File: src/rtl/branch_hazard_ctrl_pkg.sv
// Shared encodings for the decode-stage branch hazard controller.
// Also holds the register-match helper used by hazard detection.
package branch_hazard_ctrl_pkg;

  typedef enum logic [1:0] {
    PCSRC_SEQ = 2'b00,
    PCSRC_BR  = 2'b01,
    PCSRC_J   = 2'b10,
    PCSRC_JR  = 2'b11
  } pcsrc_e;

  typedef enum logic {
    ST_RUN  = 1'b0,
    ST_HOLD = 1'b1
  } state_e;

  localparam logic SEL_BEQ = 1'b0;
  localparam logic SEL_BNE = 1'b1;

  // Register 0 is hard-wired, so a producer targeting it never creates a hazard.
  function automatic logic reg_hit(input logic [4:0] rd,
                                   input logic [4:0] rs,
                                   input logic [4:0] rt,
                                   input logic       use_rs,
                                   input logic       use_rt);
    return (rd != '0) && ((use_rs && (rd == rs)) || (use_rt && (rd == rt)));
  endfunction

endpackage

File: src/rtl/branch_hazard_ctrl_if.sv
// Decode-stage branch bus: operands, producer info, control outputs and statistics.
interface branch_hazard_ctrl_if #(
  parameter int unsigned CNT_W = 16
);
  logic [1:0]       pcsrc;
  logic             beq_or_bne;
  logic [4:0]       id_rs;
  logic [4:0]       id_rt;
  logic [31:0]      data1;
  logic [31:0]      data2;
  logic             ex_regwrite;
  logic             ex_memread;
  logic [4:0]       ex_rd;
  logic             mem_memread;
  logic [4:0]       mem_rd;
  logic             stall;
  logic             flush_ifid;
  logic             pc_redirect;
  logic [CNT_W-1:0] branch_cnt;
  logic [CNT_W-1:0] taken_cnt;
  logic [CNT_W-1:0] stall_cnt;

  modport master (
    output pcsrc, beq_or_bne, id_rs, id_rt, data1, data2,
           ex_regwrite, ex_memread, ex_rd, mem_memread, mem_rd,
    input  stall, flush_ifid, pc_redirect, branch_cnt, taken_cnt, stall_cnt
  );

  modport slave (
    input  pcsrc, beq_or_bne, id_rs, id_rt, data1, data2,
           ex_regwrite, ex_memread, ex_rd, mem_memread, mem_rd,
    output stall, flush_ifid, pc_redirect, branch_cnt, taken_cnt, stall_cnt
  );
endinterface

File: src/rtl/branch_hazard_ctrl_branch_detect.sv
// Decode-stage equality comparator: verdict for conditional branches only.
module branch_detect
  import branch_hazard_ctrl_pkg::*;
(
  input  logic [1:0]  pcsrc,
  input  logic [31:0] data1,
  input  logic [31:0] data2,
  input  logic        beq_or_bne,
  output logic        branch_bool
);

  always_comb begin
    branch_bool = (pcsrc == PCSRC_BR) && ((data1 == data2) ^ (beq_or_bne == SEL_BNE));
  end

endmodule

File: src/rtl/branch_hazard_ctrl.sv
// Branch/jump resolution in ID: hazard stall sequencing, redirect/flush and
// saturating branch/stall statistics.
module branch_hazard_ctrl
  import branch_hazard_ctrl_pkg::*;
#(
  parameter int unsigned CNT_W = 16
) (
  input  logic               clk,
  input  logic               rst_n,
  branch_hazard_ctrl_if.slave bus
);

  localparam logic [CNT_W-1:0] CNT_ONE = {{(CNT_W-1){1'b0}}, 1'b1};

  state_e           state_q, state_d;
  logic             hold_cnt_q, hold_cnt_d;
  logic [CNT_W-1:0] branch_cnt_q, branch_cnt_d;
  logic [CNT_W-1:0] taken_cnt_q, taken_cnt_d;
  logic [CNT_W-1:0] stall_cnt_q, stall_cnt_d;

  logic       use_rs, use_rt;
  logic [1:0] need;
  logic       br_bool;
  logic       taken;
  logic       resolve;
  logic       stall;
  logic       redirect;

  branch_detect u_branch_detect (
    .pcsrc       (bus.pcsrc),
    .data1       (bus.data1),
    .data2       (bus.data2),
    .beq_or_bne  (bus.beq_or_bne),
    .branch_bool (br_bool)
  );

  always_comb begin
    use_rs = (bus.pcsrc == PCSRC_BR) || (bus.pcsrc == PCSRC_JR);
    use_rt = (bus.pcsrc == PCSRC_BR);

    if (bus.ex_memread && reg_hit(bus.ex_rd, bus.id_rs, bus.id_rt, use_rs, use_rt))
      need = 2'd2;
    else if (bus.ex_regwrite && reg_hit(bus.ex_rd, bus.id_rs, bus.id_rt, use_rs, use_rt))
      need = 2'd1;
    else if (bus.mem_memread && reg_hit(bus.mem_rd, bus.id_rs, bus.id_rt, use_rs, use_rt))
      need = 2'd1;
    else
      need = 2'd0;

    taken = br_bool || (bus.pcsrc == PCSRC_J) || (bus.pcsrc == PCSRC_JR);
  end

  always_comb begin
    state_d    = state_q;
    hold_cnt_d = hold_cnt_q;
    stall      = 1'b0;
    redirect   = 1'b0;
    resolve    = 1'b0;

    case (state_q)
      ST_RUN: begin
        if (need == 2'd0) begin
          resolve  = 1'b1;
          redirect = taken;
        end else begin
          // The RUN cycle already counts as the first stall cycle, so the
          // counter holds the remaining stalls (need-1, at most 1).
          stall      = 1'b1;
          hold_cnt_d = (need == 2'd2);
          state_d    = (need == 2'd2) ? ST_HOLD : ST_RUN;
        end
      end
      ST_HOLD: begin
        stall      = 1'b1;
        hold_cnt_d = hold_cnt_q - 1'b1;
        if (hold_cnt_d == 1'b0) state_d = ST_RUN;
      end
      default: begin
        state_d    = ST_RUN;
        hold_cnt_d = 1'b0;
      end
    endcase

    branch_cnt_d = branch_cnt_q;
    taken_cnt_d  = taken_cnt_q;
    stall_cnt_d  = stall_cnt_q;
    if (resolve && (bus.pcsrc != PCSRC_SEQ) && (branch_cnt_q != '1))
      branch_cnt_d = branch_cnt_q + CNT_ONE;
    if (redirect && (taken_cnt_q != '1))
      taken_cnt_d = taken_cnt_q + CNT_ONE;
    if (stall && (stall_cnt_q != '1))
      stall_cnt_d = stall_cnt_q + CNT_ONE;
  end

  always_ff @(posedge clk or negedge rst_n) begin
    if (!rst_n) begin
      state_q      <= ST_RUN;
      hold_cnt_q   <= 1'b0;
      branch_cnt_q <= '0;
      taken_cnt_q  <= '0;
      stall_cnt_q  <= '0;
    end else begin
      state_q      <= state_d;
      hold_cnt_q   <= hold_cnt_d;
      branch_cnt_q <= branch_cnt_d;
      taken_cnt_q  <= taken_cnt_d;
      stall_cnt_q  <= stall_cnt_d;
    end
  end

  assign bus.stall       = stall;
  assign bus.pc_redirect = redirect;
  assign bus.flush_ifid  = redirect;
  assign bus.branch_cnt  = branch_cnt_q;
  assign bus.taken_cnt   = taken_cnt_q;
  assign bus.stall_cnt   = stall_cnt_q;

endmodule

File: src/flat_wrapper.sv
// flat-port wrapper written by rule: the top's interface ports become plain ports
module branch_hazard_ctrl_flat import branch_hazard_ctrl_pkg::*;
#(
  parameter int unsigned CNT_W = 16
)
  (clk, rst_n, bus_pcsrc, bus_beq_or_bne, bus_id_rs, bus_id_rt, bus_data1, bus_data2, bus_ex_regwrite, bus_ex_memread, bus_ex_rd, bus_mem_memread, bus_mem_rd, bus_stall, bus_flush_ifid, bus_pc_redirect, bus_branch_cnt, bus_taken_cnt, bus_stall_cnt);
  branch_hazard_ctrl_if #(.CNT_W(CNT_W)) bus_i ();
  input  logic clk;
  input  logic rst_n;
  input wire logic [$bits(bus_i.pcsrc)-1:0] bus_pcsrc;
  input wire logic [$bits(bus_i.beq_or_bne)-1:0] bus_beq_or_bne;
  input wire logic [$bits(bus_i.id_rs)-1:0] bus_id_rs;
  input wire logic [$bits(bus_i.id_rt)-1:0] bus_id_rt;
  input wire logic [$bits(bus_i.data1)-1:0] bus_data1;
  input wire logic [$bits(bus_i.data2)-1:0] bus_data2;
  input wire logic [$bits(bus_i.ex_regwrite)-1:0] bus_ex_regwrite;
  input wire logic [$bits(bus_i.ex_memread)-1:0] bus_ex_memread;
  input wire logic [$bits(bus_i.ex_rd)-1:0] bus_ex_rd;
  input wire logic [$bits(bus_i.mem_memread)-1:0] bus_mem_memread;
  input wire logic [$bits(bus_i.mem_rd)-1:0] bus_mem_rd;
  output wire logic [$bits(bus_i.stall)-1:0] bus_stall;
  output wire logic [$bits(bus_i.flush_ifid)-1:0] bus_flush_ifid;
  output wire logic [$bits(bus_i.pc_redirect)-1:0] bus_pc_redirect;
  output wire logic [$bits(bus_i.branch_cnt)-1:0] bus_branch_cnt;
  output wire logic [$bits(bus_i.taken_cnt)-1:0] bus_taken_cnt;
  output wire logic [$bits(bus_i.stall_cnt)-1:0] bus_stall_cnt;
  assign bus_i.pcsrc = bus_pcsrc;
  assign bus_i.beq_or_bne = bus_beq_or_bne;
  assign bus_i.id_rs = bus_id_rs;
  assign bus_i.id_rt = bus_id_rt;
  assign bus_i.data1 = bus_data1;
  assign bus_i.data2 = bus_data2;
  assign bus_i.ex_regwrite = bus_ex_regwrite;
  assign bus_i.ex_memread = bus_ex_memread;
  assign bus_i.ex_rd = bus_ex_rd;
  assign bus_i.mem_memread = bus_mem_memread;
  assign bus_i.mem_rd = bus_mem_rd;
  assign bus_stall = bus_i.stall;
  assign bus_flush_ifid = bus_i.flush_ifid;
  assign bus_pc_redirect = bus_i.pc_redirect;
  assign bus_branch_cnt = bus_i.branch_cnt;
  assign bus_taken_cnt = bus_i.taken_cnt;
  assign bus_stall_cnt = bus_i.stall_cnt;
  branch_hazard_ctrl #(.CNT_W(CNT_W)) u_core (.clk(clk), .rst_n(rst_n), .bus(bus_i));
endmodule
File: config.mk
export PLATFORM = sky130hd
export DESIGN_NAME = branch_hazard_ctrl_flat
export DESIGN_NICKNAME = d
export VERILOG_FILES = /design/src/rtl/branch_hazard_ctrl_pkg.sv /design/src/rtl/branch_hazard_ctrl_if.sv /design/src/rtl/branch_hazard_ctrl_branch_detect.sv /design/src/rtl/branch_hazard_ctrl.sv /design/src/flat_wrapper.sv
export SDC_FILE = /design/constraint.sdc
export NUM_CORES = 1
export LEC_CHECK = 0
export ABC_AREA = 0
export BUFFER_PORTS_ARGS = -buffer_cell sky130_fd_sc_hd__buf_2
export CELL_PAD_IN_SITES_DETAIL_PLACEMENT = 1
export CELL_PAD_IN_SITES_GLOBAL_PLACEMENT = 2
export CORE_ASPECT_RATIO = 0.9
export CORE_MARGIN = 5
export CORE_UTILIZATION = 30
export DETAILED_ROUTE_END_ITERATION = 16
export PLACE_DENSITY_LB_ADDON = 0.25
export SYNTH_ARGS = -nofsm -noshare
export SYNTH_HDL_FRONTEND = slang
export SYNTH_SLANG_ARGS = --single-unit
File: constraint.sdc
create_clock -name clk -period 7.11 [get_ports clk]
set_input_delay 2.133 -clock clk [delete_from_list [all_inputs] [get_ports clk]]
set_output_delay 2.133 -clock clk [all_outputs]
set_load 0.005 [all_outputs]
* Word level (Yosys, flattened, before mapping)
Cells that the tools add are included.
** Operators by class
- Add/subtract/negate cells :: 4
- Equal/unequal tests :: 13
- Mux-type cells :: 15
- Bitwise logic cells :: 2
- Reductions and logical operators :: 23
** Operators by type and width (count)
- 16-bit by 1-bit adder with 16-bit output, second input constant :: 3
- 16-bit != test, second input constant :: 3
- 32-bit == test :: 1
- 5-bit == test :: 4
- 1-bit logical AND :: 14
- 1-bit two-way mux :: 10
- 5-bit nonzero test :: 2
- 2-bit == test, second input constant :: 3
- 1-bit case mux with 2 select lines :: 3
- 1-bit logical OR :: 5
- 2-bit two-way mux :: 2
- 2-bit by 1-bit == test with 1-bit output, second input constant :: 1
- 2-bit zero test :: 1
- 2-bit != test, second input constant :: 1
- 2-bit nonzero test :: 1
- 1-bit inverter :: 1
- 1-bit subtractor, second input constant :: 1
- 1-bit XOR :: 1
** Word-level totals
- Register bits :: 50
- Output and inout bits :: 51

* Longest topological paths before layout
Gate-level depths: netlist of the first run.
- Depth after elaboration :: 14
- Gate-level depth with buffers :: 9
- Depth with buffers taken out :: 7

* Modules after synthesis
A second synthesis of the first run with hierarchy kept.
** Second synthesis, totals
- Cells, all modules :: 284
- Area total of the unflattened synthesis :: 3000.4 um^2
** By module, submodules not included
- branch_hazard_ctrl :: times used 1, cells an instance 238, area each 2605.0 um^2, sequential area each 1251.2 um^2
- branch_detect :: times used 1, cells an instance 46, area each 395.4 um^2, sequential area each 0.0 um^2

* Worst setup path before layout of the first run
OpenSTA, ideal clock, no wires.
- Path type :: input to output
- Start :: input bus_data2[28]
- End :: output bus_pc_redirect
- Arrival time :: 3671 ps
- Slack :: 1306 ps
- Stages :: 8
- Path through :: xnor2_1 -> nand4_1 -> nor4_2 -> a21oi_1 -> a311oi_2 -> buf_6 -> nor2_1 -> buf_4
** Between the ends
- Word-level cells in the longest chain between the ends :: 7
** RTL lines
- start, declared :: RTL line flat_wrapper.sv:15 : input wire logic [$bits(bus_i.data2)-1:0] bus_data2;
- 32-bit == test :: RTL line branch_hazard_ctrl_branch_detect.sv:13 : branch_bool = (pcsrc == PCSRC_BR) && ((data1 == data2) ^ (beq_or_bne == SEL_BNE));
- 1-bit XOR :: RTL line branch_hazard_ctrl_branch_detect.sv:13
- 1-bit logical AND :: RTL line branch_hazard_ctrl_branch_detect.sv:13
- 1-bit logical OR (2 in series) :: RTL line branch_hazard_ctrl.sv:50 : taken = br_bool || (bus.pcsrc == PCSRC_J) || (bus.pcsrc == PCSRC_JR);
- 1-bit two-way mux :: RTL line branch_hazard_ctrl.sv:62 : if (need == 2'd0) begin
- 1-bit two-way mux :: RTL line branch_hazard_ctrl.sv:60 : case (state_q)
- end, declared :: RTL line flat_wrapper.sv:23 : output wire logic [$bits(bus_i.pc_redirect)-1:0] bus_pc_redirect;
No other way between the ends.

* Final worst setup path of the first run
- Start :: input bus_data2[13]
- End :: output bus_pc_redirect
Same word-level chain as after synthesis.

==> qor.log, run 1 <==
[clocking] cell at the root of the clock tree sky130_fd_sc_hd__clkbuf_16
[clocking] number of buffers on the longest clock path 2
[detailed_routing] antenna-violating nets left 0
[yosys] proportion of synthesized chip area in sequential cells 0.400
[yosys] ranking of synthesized cells by instance count sky130_fd_sc_hd__xnor2_1 (68), sky130_fd_sc_hd__dfrtp_1 (50), sky130_fd_sc_hd__xor2_1 (28), sky130_fd_sc_hd__nand4_1 (25), sky130_fd_sc_hd__nand2_1 (17)
[global_routing] leftover overflow at the end of global routing 0
[yosys] most frequently used cell type in the post-synthesis netlist sky130_fd_sc_hd__xnor2_1
[global_routing] number of global-route vias before repair 3102
[yosys] warnings from Yosys 0
[pwr] total power 1.09 mW
[floorplanning] die width 118 µm
[yosys] distinct cell type count after synthesis 41
[placed_design] Post-Place Worst Slack 1.14 ns
[critical_path] WS Path Type in2out
[timing] count of final setup violators 0
[timing] worst rel slew slack 0.193
[cells_and_area] number of diodes added for antenna fixing 0
[floorplanning] I/O pin total 143
[clocking] total of cells resized after clock tree synthesis 0
[yosys] fraction of synthesized cell area taken by the top area cell type 0.400
[floorplanning] Std-Cell Core Area 10200 µm²
[yosys] ys async rst share 1.00
[yosys] flops & latches, synth 50
[cells_and_area] post-route cell area 4130 µm²
[yosys] post-synth net total 398
[yosys] instance count of the mapped netlist 303
[critical_path] launching element type of the critical path input pin
[detailed_routing] total via count in the routed design 2805
[critical_path] Worst Reg2Reg Path Length in Cells 6
[floorplanning] die area 12600 µm²
[hold_path] classification of the worst-slack hold path reg2reg
[clocking] CTS HTree Levels 2
[placed_design] HPWL reported at the end of detailed placement 7390 µm
[critical_path] critical path required time 4.98 ns
[clocking] number of CTS-inserted buffers 5
[timing] final hold slack 0.487 ns
[clocking] clock tree from TritonCTS built
[critical_path] Reg2Reg Capture Point u_core.bus.stall_cnt[1]$_DFFE_PN0P_
[critical_path] R2R Setup Slk 4.54 ns
[global_routing] pin count of the biggest net entering global routing 51
[timing] final period demand of the worst path 5.92 ns
[timing] number of hold violations in the final report 0
[timing] setup repair after global routing missed its margin no
[yosys] cell area after technology mapping 3130 µm²
[timing] post-route clock period utilization 0.833
[critical_path] biggest fanout along the worst timing path 16
[floorplanning] standard-cell row count 35
[detailed_routing] violation count after the first detailed-routing iteration 80
[critical_path] crit path capture type output port
[detailed_routing] total routed wirelength 9200 µm
[yosys] top cells by area in the synthesized netlist sky130_fd_sc_hd__dfrtp_1 (40%), sky130_fd_sc_hd__xnor2_1 (19%), sky130_fd_sc_hd__xor2_1 (7.8%)
[yosys] Syn Area/Cell 10.3 µm²
[critical_path] Arrival @ worst endpoint 3.79 ns
[placed_design] routability congestion estimate 0.832
[run_status] result of the run complete, no violations
[floorplanning] chip height 107 µm
[global_routing] first-pass GRT wire length 15200 µm
[yosys] number of synthesized flops with an enable pin 0
[clocking] worst-skew pair later-pin latency 0.29 ns
[cells_and_area] synth-to-layout area growth 31.9%
[clocking] TritonCTS Sinks 50
[detailed_routing] vias per std cell 4.90
[yosys] cell type contributing the most total cell area after synthesis sky130_fd_sc_hd__dfrtp_1
[clocking] clk slew on worst S/H paths 0.07 ns
[global_routing] antenna violations before repair 0
[global_routing] aggregate global-route resource usage 0.144
[placed_design] number of input and output port buffers inserted 142
[clocking] number of post-CTS setup repair buffers 0
[hold_path] count of cells along the worst hold path 1
[timing] Final Max Slew Viols 0
[critical_path] critical register-to-register path startpoint u_core.bus.stall_cnt[3]$_DFFE_PN0P_
[timing] fmax 169 MHz
[pwr] LEAKAGE 1.84 nW
[cells_and_area] layout cells sized above 1 0.390
[hold_path] Min-Delay Startpoint u_core.hold_cnt_q$_DFFE_PN0P_
[job] Max Cap Violations 0
[timing] final setup margin 1.19 ns
[placed_design] post-place instance area 3960 µm²
[detailed_routing] number of search-and-repair iterations in the first detailed-routing pass 4
[hold_path] hold path endpoint u_core.state_q$_DFF_PN0_
[timing] Fin Clk Skew 0.00912 ns
[pwr] power per cell area 264 nW/µm²
[floorplanning] Initial Util 0.307
[timing] Setup Total Neg Slack 0 ns
[detailed_routing] DR WL/cell 16.1 µm
[timing] Tightest Pin Transition 1.21 ns
[pwr] peak supply drop 0.123 mV
[cells_and_area] nets@finish 538
[detailed_routing] post-detailed-route DRC marker count 0
[clocking] Post-CTS Hold Buffers 0
[yosys] flip-flop cell with the highest count after synthesis sky130_fd_sc_hd__dfrtp_1
==> critical path, cell delays in order <==
cell                       delay (ns)
sky130_fd_sc_hd__buf_2           0.11
sky130_fd_sc_hd__xnor2_1         0.15
sky130_fd_sc_hd__nand4_1         0.14
sky130_fd_sc_hd__nor4_2          0.40
sky130_fd_sc_hd__a21oi_1         0.14
sky130_fd_sc_hd__a311oi_2        0.25
sky130_fd_sc_hd__buf_4           0.26
sky130_fd_sc_hd__nor2_1          0.07
sky130_fd_sc_hd__buf_2           0.14
==> cell families after synthesis <==
group | after synthesis | share of synthesized area
AOI/OAI and AO/OA | 9 | 0.0280
xor gates and xnor gates | 96 | 0.269
adders and majority gates | 3 | 0.0120
buffers and inverters | 16 | 0.0260
DFF | 50 | 0.400
muxes | 5 | 0.0188
and+or+nand+nor | 124 | 0.247
==> area by class of cell <==
cell class	count	area [µm²]
fill	1187	6080
multi-input combinational	237	1800
sequential	50	1250
timing repair buffer	145	733
tap	129	161
clock buffer	5	125
clock inverter	3	43.8
inverter	4	15.0
==> cell usage in the layout, fill, tap and decap left out, types with 2 or more instances in the layout <==
| cell type | instances |
|---|---|
| sky130_fd_sc_hd__a21oi_1 | 2 |
| sky130_fd_sc_hd__nand4_1 | 25 |
| sky130_fd_sc_hd__nor4_1 | 13 |
| sky130_fd_sc_hd__and2_1 | 3 |
| sky130_fd_sc_hd__nor3_2 | 3 |
| sky130_fd_sc_hd__nor3_1 | 7 |
| sky130_fd_sc_hd__dfrtp_1 | 50 |
| sky130_fd_sc_hd__ha_1 | 3 |
| sky130_fd_sc_hd__nor2b_1 | 2 |
| sky130_fd_sc_hd__and4_1 | 5 |
| sky130_fd_sc_hd__inv_1 | 4 |
| sky130_fd_sc_hd__o22ai_1 | 2 |
| sky130_fd_sc_hd__xnor2_1 | 68 |
| sky130_fd_sc_hd__buf_4 | 3 |
| sky130_fd_sc_hd__nor4_2 | 4 |
| sky130_fd_sc_hd__mux2_2 | 3 |
| sky130_fd_sc_hd__nor2_1 | 6 |
| sky130_fd_sc_hd__and3_4 | 2 |
| sky130_fd_sc_hd__buf_2 | 142 |
| sky130_fd_sc_hd__nand2_1 | 17 |
| sky130_fd_sc_hd__and3_1 | 10 |
| sky130_fd_sc_hd__clkbuf_16 | 5 |
| sky130_fd_sc_hd__nand3_1 | 16 |
| sky130_fd_sc_hd__nor4b_1 | 5 |
| sky130_fd_sc_hd__xor2_1 | 28 |
==> how the worst max path moves through the flow <==
| stage | to | slack, ns | cells after the start | from |
|---|---|---|---|---|
| 2_1_floorplan | bus_pc_redirect | 1.31 | 8 | bus_data2[28] |
| 3_3_place_gp | bus_pc_redirect | 1.20 | 9 | bus_data2[10] |
| 3_5_place_dp | bus_pc_redirect | 1.14 | 9 | bus_data2[13] |
| 4_1_cts | bus_pc_redirect | 1.14 | 9 | bus_data2[13] |
| 5_1_grt | bus_flush_ifid | 1.05 | 9 | bus_data2[19] |
| 6_report | bus_pc_redirect | 1.19 | 9 | bus_data2[13] |
==> sequential cells by signal (all words and copies together), names as in the netlist <==
signal                 flops
u_core.hold_cnt_q          1
u_core.bus.taken_cnt      16
u_core.bus.stall_cnt      16
u_core.bus.branch_cnt     16
u_core.state_q             1
==> layer usage <==
layer  global-route usage  part of all wire  vias to the layer above
met3               0.0359             0.053                        5
met4               0.0270            0.0082                        0
li1                     -                 -                     1363
met2                0.253              0.49                       62
met1                0.181              0.44                     1375
met5                    0                 0                        -
==> power breakdown <==
part           switching, mW  leakage (nW)  internal [mW]
sequential            0.0946         0.610          0.365
combinational          0.170          1.14          0.179
clock                  0.113        0.0842          0.167
==> per-stage QoR <==
stage,cells,util
finish,573,0.404
global route,573,0.404
CTS,573,0.404
detailed placement,565,0.388
global placement,565,0.388
floorplan,303,-
Note: power is estimated with default switching activity, not from simulation.
==> run 2, diff against run 1 <==
CORE_UTILIZATION = 28   (was 30)
clock period = 5.48 ns   (was 7.11 ns; I/O delays follow)
==> run 2 against run 1 <==
  * Combinational power increased by 31%
  * Via count shrank 0.64%
  * Critical path depth down 1
  * Critical endpoint is now bus_flush_ifid
==> qor.log, run 2 (synthesis gave the netlist of run 1 again) <==
[run_status] result of the run complete, no violations
[floorplanning] Initial Util 0.287 [-0.0196]
[clocking] number of buffers on the longest clock path 2 [unchanged]
[placed_design] post-place instance area 4000 µm² [+1.1%]
[job] Max Cap Violations 0 [unchanged]
[floorplanning] chip height 110 µm [+3.2%]
[clocking] number of CTS-inserted buffers 5 [unchanged]
[global_routing] number of global-route vias before repair 2980 [-3.9%]
[floorplanning] die area 13400 µm² [+6.5%]
[clocking] CTS HTree Levels 2 [unchanged]
[floorplanning] I/O pin total 143 [unchanged]
[timing] number of hold violations in the final report 0 [unchanged]
[cells_and_area] area of the multi-input gates 1800 µm² [unchanged]
[timing] setup repair after global routing missed its margin no
[critical_path] cell repeated most along the worst path sky130_fd_sc_hd__buf_2
[critical_path] Arrival @ worst endpoint 3.26 ns [-0.53 ns]
[critical_path] crit path capture type output port
[cells_and_area] filler cell count in the final layout 1298 [+9.4%]
[clocking] Post-CTS Hold Buffers 0 [unchanged]
[global_routing] aggregate global-route resource usage 0.140 [-0.00380]
[pwr] portion of total power attributed to the clock network 0.231 [-0.026]
[timing] worst rel slew slack 0.465 [+0.272]
[pwr] LEAKAGE 1.84 nW [about the same]
[floorplanning] standard-cell row count 36 [+2.9%]
[timing] fmax 204 MHz
[timing] Fin Clk Skew 0.00443 ns [-0.00468 ns]
[cells_and_area] number of diodes added for antenna fixing 0 [unchanged]
[clocking] total of cells resized after clock tree synthesis 0 [unchanged]
[critical_path] critical path required time 3.84 ns [-1.14 ns]
[clocking] cell at the root of the clock tree sky130_fd_sc_hd__clkbuf_16
[timing] Tightest Pin Transition 0.800 ns [-0.411 ns]
[detailed_routing] vias per std cell 4.66 [-4.8%]
[detailed_routing] antenna-violating nets left 0 [unchanged]
[cells_and_area] highest-count cells in the layout ignoring fill and taps sky130_fd_sc_hd__buf_2 (142), sky130_fd_sc_hd__xnor2_1 (68), sky130_fd_sc_hd__dfrtp_1 (50)
[detailed_routing] total via count in the routed design 2787 [-0.64%]
[timing] post-route clock period utilization 0.895
[clocking] clock tree from TritonCTS built
[detailed_routing] DR WL/cell 15.3 µm [-4.6%]
[global_routing] antenna violations before repair 0 [unchanged]
[floorplanning] die width 121 µm [+3.2%]
[critical_path] CP max-delay cell sky130_fd_sc_hd__a311oi_2
[detailed_routing] violation count after the first detailed-routing iteration 182 [+130%]
[critical_path] buffering stage count on the worst path with inverters included 2 [-1]
[clocking] number of post-CTS setup repair buffers 0 [unchanged]
[critical_path] WS Path Type in2out
[cells_and_area] leading cell type in the layout, fill and taps excluded sky130_fd_sc_hd__buf_2
[pwr] peak supply drop 0.139 mV [+13%]
[timing] Final Max Slew Viols 0 [unchanged]
[cells_and_area] layout cells sized above 1 0.390 [+0.000495]
[pwr] combinational share of power 0.333 [+0.012]
[cells_and_area] post-route cell area 4150 µm² [+0.55%]
[pwr] part of the power in registers 0.436 [+0.014]
[clocking] worst-skew pair later-pin latency 0.29 ns [about the same]
[critical_path] biggest cell delay along the critical path 0.43 ns [+0.03 ns]
[clocking] clk slew on worst S/H paths 0.06 ns [about the same]
[pwr] power per cell area 331 nW/µm² [+26%]
[placed_design] routability congestion estimate 0.829 [-0.35%]
[global_routing] first-pass GRT wire length 15000 µm [-1.5%]
[pwr] sw power 483 µW [+28%]
[cells_and_area] nets@finish 540 [+0.37%]
[placed_design] HPWL reported at the end of detailed placement 7430 µm [+0.56%]
[global_routing] pin count of the biggest net entering global routing 51 [unchanged]
[pwr] share of total power consumed by net switching 0.352 [+0.00503]
[detailed_routing] number of search-and-repair iterations in the first detailed-routing pass 4 [unchanged]
[clocking] TritonCTS Sinks 50 [unchanged]
[pwr] internal power consumption 890 µW [+25%]
[floorplanning] Std-Cell Core Area 10900 µm² [+6.8%]
[critical_path] Cell Chain, Critical Path buf_2, xnor2_1, nand4_1, nor4_2, a21oi_1, a311oi_2, nor2_1, buf_2
[cells_and_area] synth-to-layout area growth 32.6%
[timing] final period demand of the worst path 4.91 ns
[placed_design] number of input and output port buffers inserted 142 [unchanged]
[timing] count of final setup violators 0 [unchanged]
[hold_path] classification of the worst-slack hold path reg2reg
[timing] Setup Total Neg Slack 0 ns [unchanged]
[critical_path] dominant delay contributor by cell family on the critical path simple AND/OR/NAND/NOR gates
[critical_path] launching element type of the critical path input pin
[detailed_routing] total routed wirelength 9160 µm [-0.41%]
[critical_path] biggest fanout along the worst timing path 2 [-14]
[cells_and_area] flip-flop and latch area 1250 µm² [unchanged]
[global_routing] leftover overflow at the end of global routing 0 [unchanged]
[detailed_routing] post-detailed-route DRC marker count 0 [unchanged]
## run 2: stage by stage
step | setup WS (ns) | power [mW] | hold WS, ns | util | std cells
after CTS | 0.562 | 1.40 | 0.481 | 0.381 | 598
final | 0.574 | 1.37 | 0.478 | 0.381 | 598
after floorplan | 0.654 | 0.839 | 0.447 | - | 303
after detailed placement | 0.563 | 1.07 | 0.473 | 0.367 | 590
after global placement | 0.581 | 1.06 | 0.458 | 0.367 | 590
after global routing | 0.452 | 1.48 | 0.504 | 0.381 | 598
## run 2: power groups by stage
stage	logic (mW)	clock network (mW)	registers, mW
2_1_floorplan	0.248	0	0.591
3_3_place_gp	0.457	0	0.601
3_5_place_dp	0.470	0	0.605
4_1_cts	0.472	0.331	0.599
5_1_grt	0.511	0.346	0.619
6_report	0.457	0.318	0.598
## run 2: area by class of cell
class	count	area share
Multi-Input combinational cell	237	0.433
Sequential cell	50	0.302
Timing Repair Buffer	147	0.180
Tap cell	152	0.0458
Clock buffer	7	0.0344
Inverter	4	0.00362
Clock inverter	1	0.00121
## run 2: path summary, 6_finish.rpt
check / slack (ns) / to / depth (start not counted) / start
worst max-delay path: 0.57 / bus_flush_ifid / 8 / bus_data2[1]
worst min-delay path: 0.48 / u_core.state_q$_DFF_PN0_ / 1 / u_core.hold_cnt_q$_DFFE_PN0P_
worst max register to register: 3.33 / u_core.bus.branch_cnt[11]$_DFFE_PN0P_ / 7 / u_core.bus.branch_cnt[3]$_DFFE_PN0P_
worst min register to register: 0.48 / u_core.state_q$_DFF_PN0_ / 1 / u_core.hold_cnt_q$_DFFE_PN0P_
max in group asynchronous: 3.57 / u_core.bus.stall_cnt[15]$_DFFE_PN0P_ / 2 / rst_n
min in group asynchronous: 1.46 / u_core.bus.taken_cnt[6]$_DFFE_PN0P_ / 2 / rst_n
## run 2: worst register-to-register path, delay by kind of cell, from the launching register on
kind          cells  cell delay (ns)
flops             1             0.45
xor+xnor          1             0.17
simple gates      6             1.41
## run 2: layer usage
layer,up-vias,GRT usage,part of all wire
li1,1365,-,-
met1,1359,0.180,0.43
met2,57,0.246,0.51
met3,6,0.0306,0.045
met4,0,0.0256,0.0082
met5,-,0,0
